===== src/rtl/adder_arb_pkg.sv =====
// ---------------------------------------------------------------------------
// adder_arb_pkg
// Shared types and constants for the adder job arbiter.
//   state_t  : arbiter sequencing states
//   ADDR_P1  : adder register address of operand A
//   ADDR_P2  : adder register address of operand B (writing it starts the add)
// ---------------------------------------------------------------------------
package adder_arb_pkg;

    typedef enum logic [2:0] {
        IDLE,
        WR_A,
        WR_B,
        WAIT,
        RESP
    } state_t;

    localparam logic [1:0] ADDR_P1 = 2'b00;
    localparam logic [1:0] ADDR_P2 = 2'b01;

endpackage


===== src/rtl/rr_arbiter.sv =====
// ---------------------------------------------------------------------------
// rr_arbiter
// Combinational round-robin picker. Searches req starting one position after
// rr_ptr, wrapping, and reports the first set bit. The pointer register is
// owned by the caller.
// Ports:
//   req        in   NUM_REQ  request vector
//   rr_ptr     in   ID_W     index of the most recent grant
//   grant      out  NUM_REQ  one-hot grant (all zero when no request)
//   grant_idx  out  ID_W     index of the granted bit
//   any_req    out  1        at least one request present
// ---------------------------------------------------------------------------
module rr_arbiter #(
    parameter int NUM_REQ = 4,
    parameter int ID_W    = $clog2(NUM_REQ)
) (
    input  logic [NUM_REQ-1:0] req,
    input  logic [ID_W-1:0]    rr_ptr,
    output logic [NUM_REQ-1:0] grant,
    output logic [ID_W-1:0]    grant_idx,
    output logic               any_req
);

    int   idx;
    logic found;

    always_comb begin
        grant     = '0;
        grant_idx = '0;
        found     = 1'b0;
        idx       = 0;
        // Offsets 1..NUM_REQ visit every requester once, the previous
        // winner last, which is what keeps the order fair.
        for (int i = 1; i <= NUM_REQ; i++) begin
            idx = (int'(rr_ptr) + i) % NUM_REQ;
            if (!found && req[idx[ID_W-1:0]]) begin
                found                 = 1'b1;
                grant[idx[ID_W-1:0]]  = 1'b1;
                grant_idx             = idx[ID_W-1:0];
            end
        end
        any_req = |req;
    end

endmodule


===== src/rtl/adder_job_arbiter.sv =====
// ---------------------------------------------------------------------------
// adder_job_arbiter
// Shares one Avalon-MM adder among NUM_REQ requesters. Jobs are granted
// round-robin, operands are written A then B, the block waits for the adder's
// done flag and returns the sum tagged with the requester id.
//
// Build option: define ADDER_ARB_TIMEOUT_EN to add a WAIT-state watchdog of
// TIMEOUT_CYCLES cycles; on expiry the response carries rsp_err=1, rsp_sum=0.
// Without it WAIT blocks on av_done indefinitely and rsp_err is constant 0.
//
// Ports:
//   clk, reset_n                 clock, async active-low reset
//   req_valid/req_ready          per-requester job handshake (ready one-hot)
//   req_a/req_b                  operands, requester i at [32*i +: 32]
//   rsp_valid/rsp_ready          result handshake
//   rsp_id/rsp_sum/rsp_err       result payload
//   av_write/av_address/av_writedata/av_readdata/av_done   adder port
//   busy                         high whenever not IDLE
//
// State table
//   IDLE | waiting for a request; grants one per cycle
//   WR_A | writing operand A to ADDR_P1
//   WR_B | writing operand B to ADDR_P2 (adder clears done here)
//   WAIT | waiting for av_done
//   RESP | holding the result until rsp_ready
// ---------------------------------------------------------------------------
module adder_job_arbiter
    import adder_arb_pkg::*;
#(
    parameter int NUM_REQ        = 4,
    parameter int ID_W           = $clog2(NUM_REQ),
    parameter int TIMEOUT_CYCLES = 64
) (
    input  logic                  clk,
    input  logic                  reset_n,
    input  logic [NUM_REQ-1:0]    req_valid,
    output logic [NUM_REQ-1:0]    req_ready,
    input  logic [NUM_REQ*32-1:0] req_a,
    input  logic [NUM_REQ*32-1:0] req_b,
    output logic                  rsp_valid,
    input  logic                  rsp_ready,
    output logic [ID_W-1:0]       rsp_id,
    output logic [31:0]           rsp_sum,
    output logic                  rsp_err,
    output logic                  av_write,
    output logic [1:0]            av_address,
    output logic [31:0]           av_writedata,
    input  logic [31:0]           av_readdata,
    input  logic                  av_done,
    output logic                  busy
);

    state_t              state;
    logic [ID_W-1:0]     rr_ptr;
    logic [31:0]         b_q;
    logic [NUM_REQ-1:0]  grant;
    logic [ID_W-1:0]     grant_idx;
    logic                any_req;
    logic [31:0]         a_sel;
    logic [31:0]         b_sel;

    rr_arbiter #(
        .NUM_REQ (NUM_REQ),
        .ID_W    (ID_W)
    ) u_rr (
        .req       (req_valid),
        .rr_ptr    (rr_ptr),
        .grant     (grant),
        .grant_idx (grant_idx),
        .any_req   (any_req)
    );

    assign req_ready = (state == IDLE) ? grant : '0;

    // One-hot operand mux keyed by the grant vector.
    always_comb begin
        a_sel = '0;
        b_sel = '0;
        for (int i = 0; i < NUM_REQ; i++) begin
            if (grant[i]) begin
                a_sel = req_a[32*i +: 32];
                b_sel = req_b[32*i +: 32];
            end
        end
    end

`ifdef ADDER_ARB_TIMEOUT_EN
    localparam int CNT_W = $clog2(TIMEOUT_CYCLES + 1);
    logic [CNT_W-1:0] wait_cnt;
    logic             err_q;
    assign rsp_err = err_q;
`else
    assign rsp_err = 1'b0;
`endif

    always_ff @(posedge clk or negedge reset_n) begin
        if (!reset_n) begin
            state        <= IDLE;
            rr_ptr       <= ID_W'(NUM_REQ - 1);
            b_q          <= '0;
            rsp_valid    <= 1'b0;
            rsp_id       <= '0;
            rsp_sum      <= '0;
            av_write     <= 1'b0;
            av_address   <= '0;
            av_writedata <= '0;
            busy         <= 1'b0;
`ifdef ADDER_ARB_TIMEOUT_EN
            wait_cnt     <= '0;
            err_q        <= 1'b0;
`endif
        end else begin
            case (state)
                IDLE: begin
                    if (any_req) begin
                        b_q          <= b_sel;
                        rsp_id       <= grant_idx;
                        rr_ptr       <= grant_idx;
                        av_write     <= 1'b1;
                        av_address   <= ADDR_P1;
                        av_writedata <= a_sel;
                        busy         <= 1'b1;
                        state        <= WR_A;
                    end
                end
                WR_A: begin
                    av_address   <= ADDR_P2;
                    av_writedata <= b_q;
                    state        <= WR_B;
                end
                WR_B: begin
                    av_write     <= 1'b0;
                    av_address   <= '0;
                    av_writedata <= '0;
`ifdef ADDER_ARB_TIMEOUT_EN
                    wait_cnt     <= '0;
`endif
                    state        <= WAIT;
                end
                WAIT: begin
                    if (av_done) begin
                        rsp_sum   <= av_readdata;
                        rsp_valid <= 1'b1;
`ifdef ADDER_ARB_TIMEOUT_EN
                        err_q     <= 1'b0;
`endif
                        state     <= RESP;
                    end
`ifdef ADDER_ARB_TIMEOUT_EN
                    // The count reaches TIMEOUT_CYCLES-1 on the last allowed WAIT cycle.
                    else if (wait_cnt == CNT_W'(TIMEOUT_CYCLES - 1)) begin
                        rsp_sum   <= '0;
                        rsp_valid <= 1'b1;
                        err_q     <= 1'b1;
                        state     <= RESP;
                    end else begin
                        wait_cnt  <= wait_cnt + CNT_W'(1);
                    end
`endif
                end
                RESP: begin
                    if (rsp_ready) begin
                        rsp_valid <= 1'b0;
                        busy      <= 1'b0;
                        state     <= IDLE;
                    end
                end
                default: begin
                    state <= IDLE;
                end
            endcase
        end
    end

endmodule


===== config.mk =====
export PLATFORM = sky130hd
export DESIGN_NAME = adder_job_arbiter
export DESIGN_NICKNAME = d
export VERILOG_FILES = /design/src/rtl/adder_arb_pkg.sv /design/src/rtl/rr_arbiter.sv /design/src/rtl/adder_job_arbiter.sv
export SDC_FILE = /design/constraint.sdc
export NUM_CORES = 1
export LEC_CHECK = 0
export CORE_ASPECT_RATIO = 1.5
export CORE_MARGIN = 10
export CORE_UTILIZATION = 36
export CTS_BUF_LIST = sky130_fd_sc_hd__clkbuf_16
export CTS_CLUSTER_DIAMETER = 40
export DETAILED_ROUTE_END_ITERATION = 12
export GPL_TIMING_DRIVEN = 0
export PLACE_DENSITY = 0.79
export SLEW_MARGIN = 15
export SYNTH_ARGS = -nofsm -noshare
export SYNTH_HDL_FRONTEND = slang
export SYNTH_HIERARCHICAL = 1
export SYNTH_SLANG_ARGS = --single-unit

===== constraint.sdc =====
create_clock -name clk -period 3.2 [get_ports clk]
set_input_delay 0.48 -clock clk [delete_from_list [all_inputs] [get_ports clk]]
set_output_delay 0.48 -clock clk [all_outputs]
set_load 0.005 [all_outputs]

### After elaboration in Yosys (flattened, before gate mapping)

Index checks and enable logic that the tools add are counted.

| cells by class | value |
|---|---|
| bitwise operators | 3 |
| order comparisons | 8 |
| reduce and logical (&&, ||, !) cells | 23 |
| equal/unequal tests | 7 |
| multiplexer cells | 50 |
| $add $sub $neg | 4 |

Operator list:

| cell | count |
|---|---|
| two-way mux 32 bit | 9 |
| case mux 32 bit (3 select lines) | 1 |
| two-way mux 4 bit | 5 |
| case mux 3 bit (5 select lines) | 1 |
| two-way mux 1 bit | 14 |
| < comparator 2 x 3 -> 1 bit (second input constant) | 4 |
| bitwise OR 4 bit | 3 |
| two-way mux 2 bit | 5 |
| two-way mux 3 bit | 3 |
| AND reduction 3 bit | 3 |
| binary-select mux 1 bit (select 2 bit) | 4 |
| demux 1 bit (select 2 bit) | 4 |
| >= comparator 2 x 1 -> 1 bit (second input constant) | 4 |
| AND reduction 2 bit | 4 |
| logical AND 1 bit | 7 |
| equality test 3 x 2 -> 1 bit (second input constant) | 2 |
| != test 2 bit (second input constant) | 3 |
| case mux 1 bit (2 select lines) | 3 |
| case mux 2 bit (3 select lines) | 1 |
| nonzero test 2 bit | 3 |
| adder 2 x 1 -> 2 bit (second input constant) | 2 |
| adder 2 bit (second input constant) | 2 |
| OR reduction 4 bit | 1 |
| equality test 3 x 1 -> 1 bit (second input constant) | 1 |
| 4 further kinds | 6 |

| storage, ports and cells | value |
|---|---|
| output and inout port bits | 76 |
| word-level logic and storage cells | 105 |
| register bits | 108 |
| bits of input ports | 296 |

### Logic depth before layout (Yosys ltp)

| depth | value |
|---|---|
| depth in word-level cells | 19 |
| mapped depth | 15 |

### Hierarchy

Netlist, hierarchy kept.

By module, submodules not included:

| module | times used | cells an instance | area an instance (µm²) | seq. area each (µm²) |
|---|---|---|---|---|
| adder_job_arbiter | 1 | 674 | 6399.9 | 2680.1 |
| rr_arbiter | 1 | 70 | 540.5 | 0.0 |

### Least setup slack after synthesis

No wires, ideal clock.

| timing path | value |
|---|---|
| path type | register to output |
| start | reg rr_ptr[0] |
| end | out req_ready[2] |
| path buffers | 5 |
| setup slack | -0.251 ns |
| data arrival time | 2.971 ns |
| required time | 2.720 ns |
| stages on the path, launching flop included | 12 |
| cells stage by stage | dfstp_2 buf_6 inv_1 ha_1 clkbuf_1 mux4_2 o21ai_1 a221o_1 buf_2 clkbuf_1 clkbuf_1 and2_1 |

| between the ends | value |
|---|---|
| longest elaborated chain between the ends | 14 |

Ends and longest elaborated chain:

| item | line | RTL |
|---|---|---|
| from (decl) | adder_job_arbiter.sv:54 | `logic [ID_W-1:0] rr_ptr;` |
| from (signal assigned) | adder_job_arbiter.sv:99 | `rr_ptr <= ID_W'(NUM_REQ - 1);` |
| from (signal assigned) | adder_job_arbiter.sv:118 | `rr_ptr <= grant_idx;` |
| branches (longest 12 deep; another with < comparator 2 x 3 -> 1 bit) | - |  |
| two-way mux 4 bit * | rr_arbiter.sv:36 | `if (!found && req[idx[ID_W-1:0]]) begin` |
| named net grant[2] | adder_job_arbiter.sv:56 | `logic [NUM_REQ-1:0] grant;` |
| two-way mux 4 bit * | adder_job_arbiter.sv:73 | `assign req_ready = (state == IDLE) ? grant : '0;` |
| to (decl) | adder_job_arbiter.sv:37 | `output logic [NUM_REQ-1:0] req_ready,` |

Mark *: on every way through the listed nets, which the timed path passes. The select of a mux whose other input is x is not followed.

### Worst setup path after layout

| timing path | value |
|---|---|
| start | reg rr_ptr[1] |
| end | out req_ready[2] |

Same word-level chain as after synthesis.

==> results.rst <==
.. list-table::
   :header-rows: 1

   * - Metric
     - Value
   * - Top cells by area, synth
     - sky130_fd_sc_hd__dfrtp_1 38%, sky130_fd_sc_hd__a22oi_1 8.7%, sky130_fd_sc_hd__a221o_1 8.5%
   * - Maximum operating frequency
     - between 300 and 400 MHz
   * - Share of the synthesized area in the top cell type
     - 0.379
   * - Sequential-to-total area share from yosys stat
     - 0.386
   * - Element type at the critical path start
     - register
   * - Number of buffers created by CTS
     - 9
   * - Kind of capture point of the worst setup path
     - output pin
   * - Starting Density
     - 0.364
   * - Mean number of vias per cell
     - roughly 5.6
   * - Final Max Tran Viols
     - 0
   * - Worst setup margin
     - -0.0828 ns
   * - Maximum number of pins on one net before global-route repair
     - 58
   * - Post-synthesis cell area
     - 0.00694 mm^2
   * - Max-cap violation count
     - 0
   * - Class of the most critical setup path
     - register to output pin
   * - Number of antenna violations at the first check in global routing
     - 0
   * - Number of hold buffers added after cts
     - 0
   * - H-tree lvl count
     - 3
   * - Total routing usage reported by global routing
     - 0.251
   * - Hold Crit Class
     - input pin to asynchronous set/reset pin
   * - Cell depth of the worst flop-to-flop path
     - 13
   * - Data required time at the worst endpoint
     - around 2.7 ns
   * - Antenna diode instance count
     - 0
   * - Top cell type by total area after synthesis
     - sky130_fd_sc_hd__dfrtp_1
   * - Distinct cell type count after synthesis
     - 50
   * - First-pass GRT wire length
     - approximately 50 mm
   * - Core area
     - around 0.019 mm^2
   * - Slew margin rel.
     - 0.591
   * - Flop2flop setup slack
     - -0.07 ns
   * - Post-synthesis sequential element count
     - between 100 and 150
   * - Fin. Hold Viols
     - 0
   * - Die area
     - 0.0253 mm^2
   * - Critical register-to-register path startpoint
     - rr_ptr[1]
   * - RD Place Congestion
     - about 0.9
   * - Shortest clock period the worst path allows after layout
     - around 3.3 ns
   * - Gate count of the mapped netlist
     - between 700 and 800
   * - Worst vdd ir
     - about 0.53 mV
   * - Overall routed net length
     - between 30 and 40 mm
   * - Clock sink count
     - about 110
   * - End of the worst register-to-register path
     - b_q[11]
   * - Synthesis-to-finish area growth
     - 73.6%
   * - Die width
     - about 130 um
   * - Drt wl/cell
     - 24.2 um
   * - Final critical-path share of the clock period
     - 1.03
   * - Number of global-route vias before repair
     - around 8200
   * - Leakage power of the design
     - 5.09 nW
   * - First-pass DRT Iterations
     - 7
   * - Die Ht
     - roughly 190 um
   * - Actual transition at the worst max-transition pin
     - 0.608 ns
   * - CTS clock-pin slew for the worst setup and hold paths
     - approximately 0.080 ns
   * - IO buf count
     - about 370
   * - Source-to-sink clock delay at the later pin of the worst-skew pair
     - approximately 0.35 ns
   * - Result of the run
     - finished with violations
   * - Count of flip-flops with a built-in enable after synthesis
     - 0
   * - Ports
     - ~370
   * - Unrepaired setup endpoints after global routing
     - true
   * - Critical Path AT
     - around 2.8 ns
   * - Remaining design rule violation count
     - 0
   * - Final worst hold slack
     - 0.0726 ns
   * - Global route total overflow
     - 0
   * - Total of endpoints with negative setup slack in the final report
     - 8
   * - End-of-flow core utilization
     - 0.631
   * - Most instantiated flip-flop cell in the synthesis netlist
     - sky130_fd_sc_hd__dfrtp_1
   * - Cell at the root of the clock tree
     - sky130_fd_sc_hd__clkbuf_16
   * - Clock tree from TritonCTS
     - built
   * - Sum of net half-perimeters after detailed placement
     - 26.6 mm
   * - Detailed-route via count
     - 7861
   * - Worst setup timing slack at the placement stage
     - -1.27 ns
   * - P per Cell Area
     - roughly 1100 mW/mm^2
   * - Final ANT Viol Nets
     - 0
   * - Layout cells sized above 1
     - 0.194
   * - Avg Synthesized Cell Area
     - a little over 9 um^2
   * - Violations in the final reports
     - negative setup slack
   * - Count of warnings emitted by yosys
     - 6
   * - Highest net fanout along the worst path
     - 6
   * - Core Rows
     - just over 60
   * - Maximum count of clock buffers along a single path
     - 2
   * - Total number of nets in the final design
     - 1451
   * - Async S/R FF share, synth
     - 1.00
   * - Largest clock skew in the final design
     - 0.0130 ns
   * - Drt initial violations
     - roughly 560
[per-layer routing]
layer / GRT usage / wire length [um] / part of all wire
met1: 0.284 / 12900 / 0.38
met5: 0 / 0 / 0
met2: 0.460 / 18200 / 0.53
met4: 0.0768 / 796 / 0.023
met3: 0.0488 / 2200 / 0.065
[layout by cell type (no fill, tap or decap), types with 21 or more instances in the layout]
cell type and n:
sky130_fd_sc_hd__a22oi_1 28, sky130_fd_sc_hd__a221o_1 59, sky130_fd_sc_hd__clkdlybuf4s50_1 364, sky130_fd_sc_hd__nor2_1 41, sky130_fd_sc_hd__o21ai_1 28, sky130_fd_sc_hd__mux2_4 29, sky130_fd_sc_hd__dfrtp_1 105, sky130_fd_sc_hd__buf_4 29
sky130_fd_sc_hd__inv_1 65, sky130_fd_sc_hd__a21oi_1 91, sky130_fd_sc_hd__a22oi_2 52, sky130_fd_sc_hd__nand2_1 33, sky130_fd_sc_hd__a22o_1 24, sky130_fd_sc_hd__buf_2 21
[layout make-up]
| type | count | area [um^2] |
|---|---|---|
| sequential | 107 | 2680 |
| buffer | 78 | 598 |
| timing repair buffer | 393 | 3920 |
| multi-input combinational | 491 | 3980 |
| clock buffer | 9 | 225 |
| inverter | 67 | 263 |
| clock inverter | 7 | 67.6 |
| tap | 256 | 320 |
| fill | 1626 | 7040 |
[per-stage QoR]
step	power, mW	setup TNS (ns)	area [um^2]	std cells
final	13.8	-0.344	12000	1408
after CTS	13.3	-0.820	11900	1407
after detailed placement	10.9	-47.27	11000	1371
after floorplan	7.57	0	6960	745
after global placement	10.8	-320.24	11000	1370
after global routing	14.5	-2.56	12000	1408
[critical path, stage by stage, from the launching register on]
cell                         delay [ns]
sky130_fd_sc_hd__dfstp_2           0.57
sky130_fd_sc_hd__clkinvlp_4        0.11
sky130_fd_sc_hd__ha_4              0.30
sky130_fd_sc_hd__mux4_2            0.37
sky130_fd_sc_hd__nand2_1           0.11
sky130_fd_sc_hd__o21ai_1           0.06
sky130_fd_sc_hd__a221o_1           0.27
sky130_fd_sc_hd__buf_6             0.14
sky130_fd_sc_hd__clkbuf_16         0.15
sky130_fd_sc_hd__clkbuf_16         0.14
sky130_fd_sc_hd__and2_4            0.13
sky130_fd_sc_hd__buf_6             0.11
[registers in the layout, indices dropped and copies added (netlist names)]
name	count
av_address	1
av_write	1
av_writedata	32
b_q	32
busy	1
rr_ptr	2
rsp_id	2
rsp_sum	32
rsp_valid	1
state	3
[how the worst max path moves through the flow]
stage,from,end,cells past startpoint
finish,rr_ptr[1],req_ready[2],11
global route,rr_ptr[1],req_ready[2],11
CTS,rr_ptr[1],req_ready[2],12
detailed placement,req_valid[2],req_ready[2],11
global placement,reset_n,av_writedata[16],1
floorplan,rr_ptr[0],av_writedata[28],14
[cells by family (layout without fill, tap and decap cells)]
logic type / after synthesis / count (layout) / synth area share
compound gates: 336 / 336 / 0.354
buf+inv: 147 / 554 / 0.0930
simple gates: 109 / 109 / 0.0750
flops: 107 / 107 / 0.386
mux: 36 / 36 / 0.0772
fa+ha+maj: 8 / 8 / 0.0144
other cells: 1 / 2 / 0.000540
[power by group]
part           internal [mW]  leakage, nW  switching [mW]  total, mW
Combinational           4.90         3.68            5.31       10.2
Clock                  0.550        0.142           0.561       1.11
Sequential              2.04         1.27           0.418       2.46
[synth_stat cells, drive strengths merged (3+ instances only)]
| library cell | instances |
|---|---|
| nand2 | 34 |
| nor2 | 42 |
| dfrtp | 105 |
| a221o | 59 |
| a22o | 24 |
| a22oi | 80 |
| and2 | 4 |
| nor3 | 4 |
| nand3b | 3 |
| o21a | 8 |
| a21oi | 95 |
| o32a | 8 |
| clkbuf | 38 |
| inv | 67 |
| o21ai | 36 |
| nand2b | 5 |
| nor2b | 5 |
| nor3b | 3 |
| ha | 8 |
| a221oi | 19 |
| mux2 | 33 |
| buf | 42 |
[repair_timing]
item                                    in CTS  in global routing
pin swaps                                   11                  8
cloned                                       0                  0
endpoints found under the setup margin      68                 68
setup buffers                               20                  3
gates resized for setup                    123                 42
hold endpoints to repair                     0                  0
Note: power is estimated with default switching activity, not from simulation.
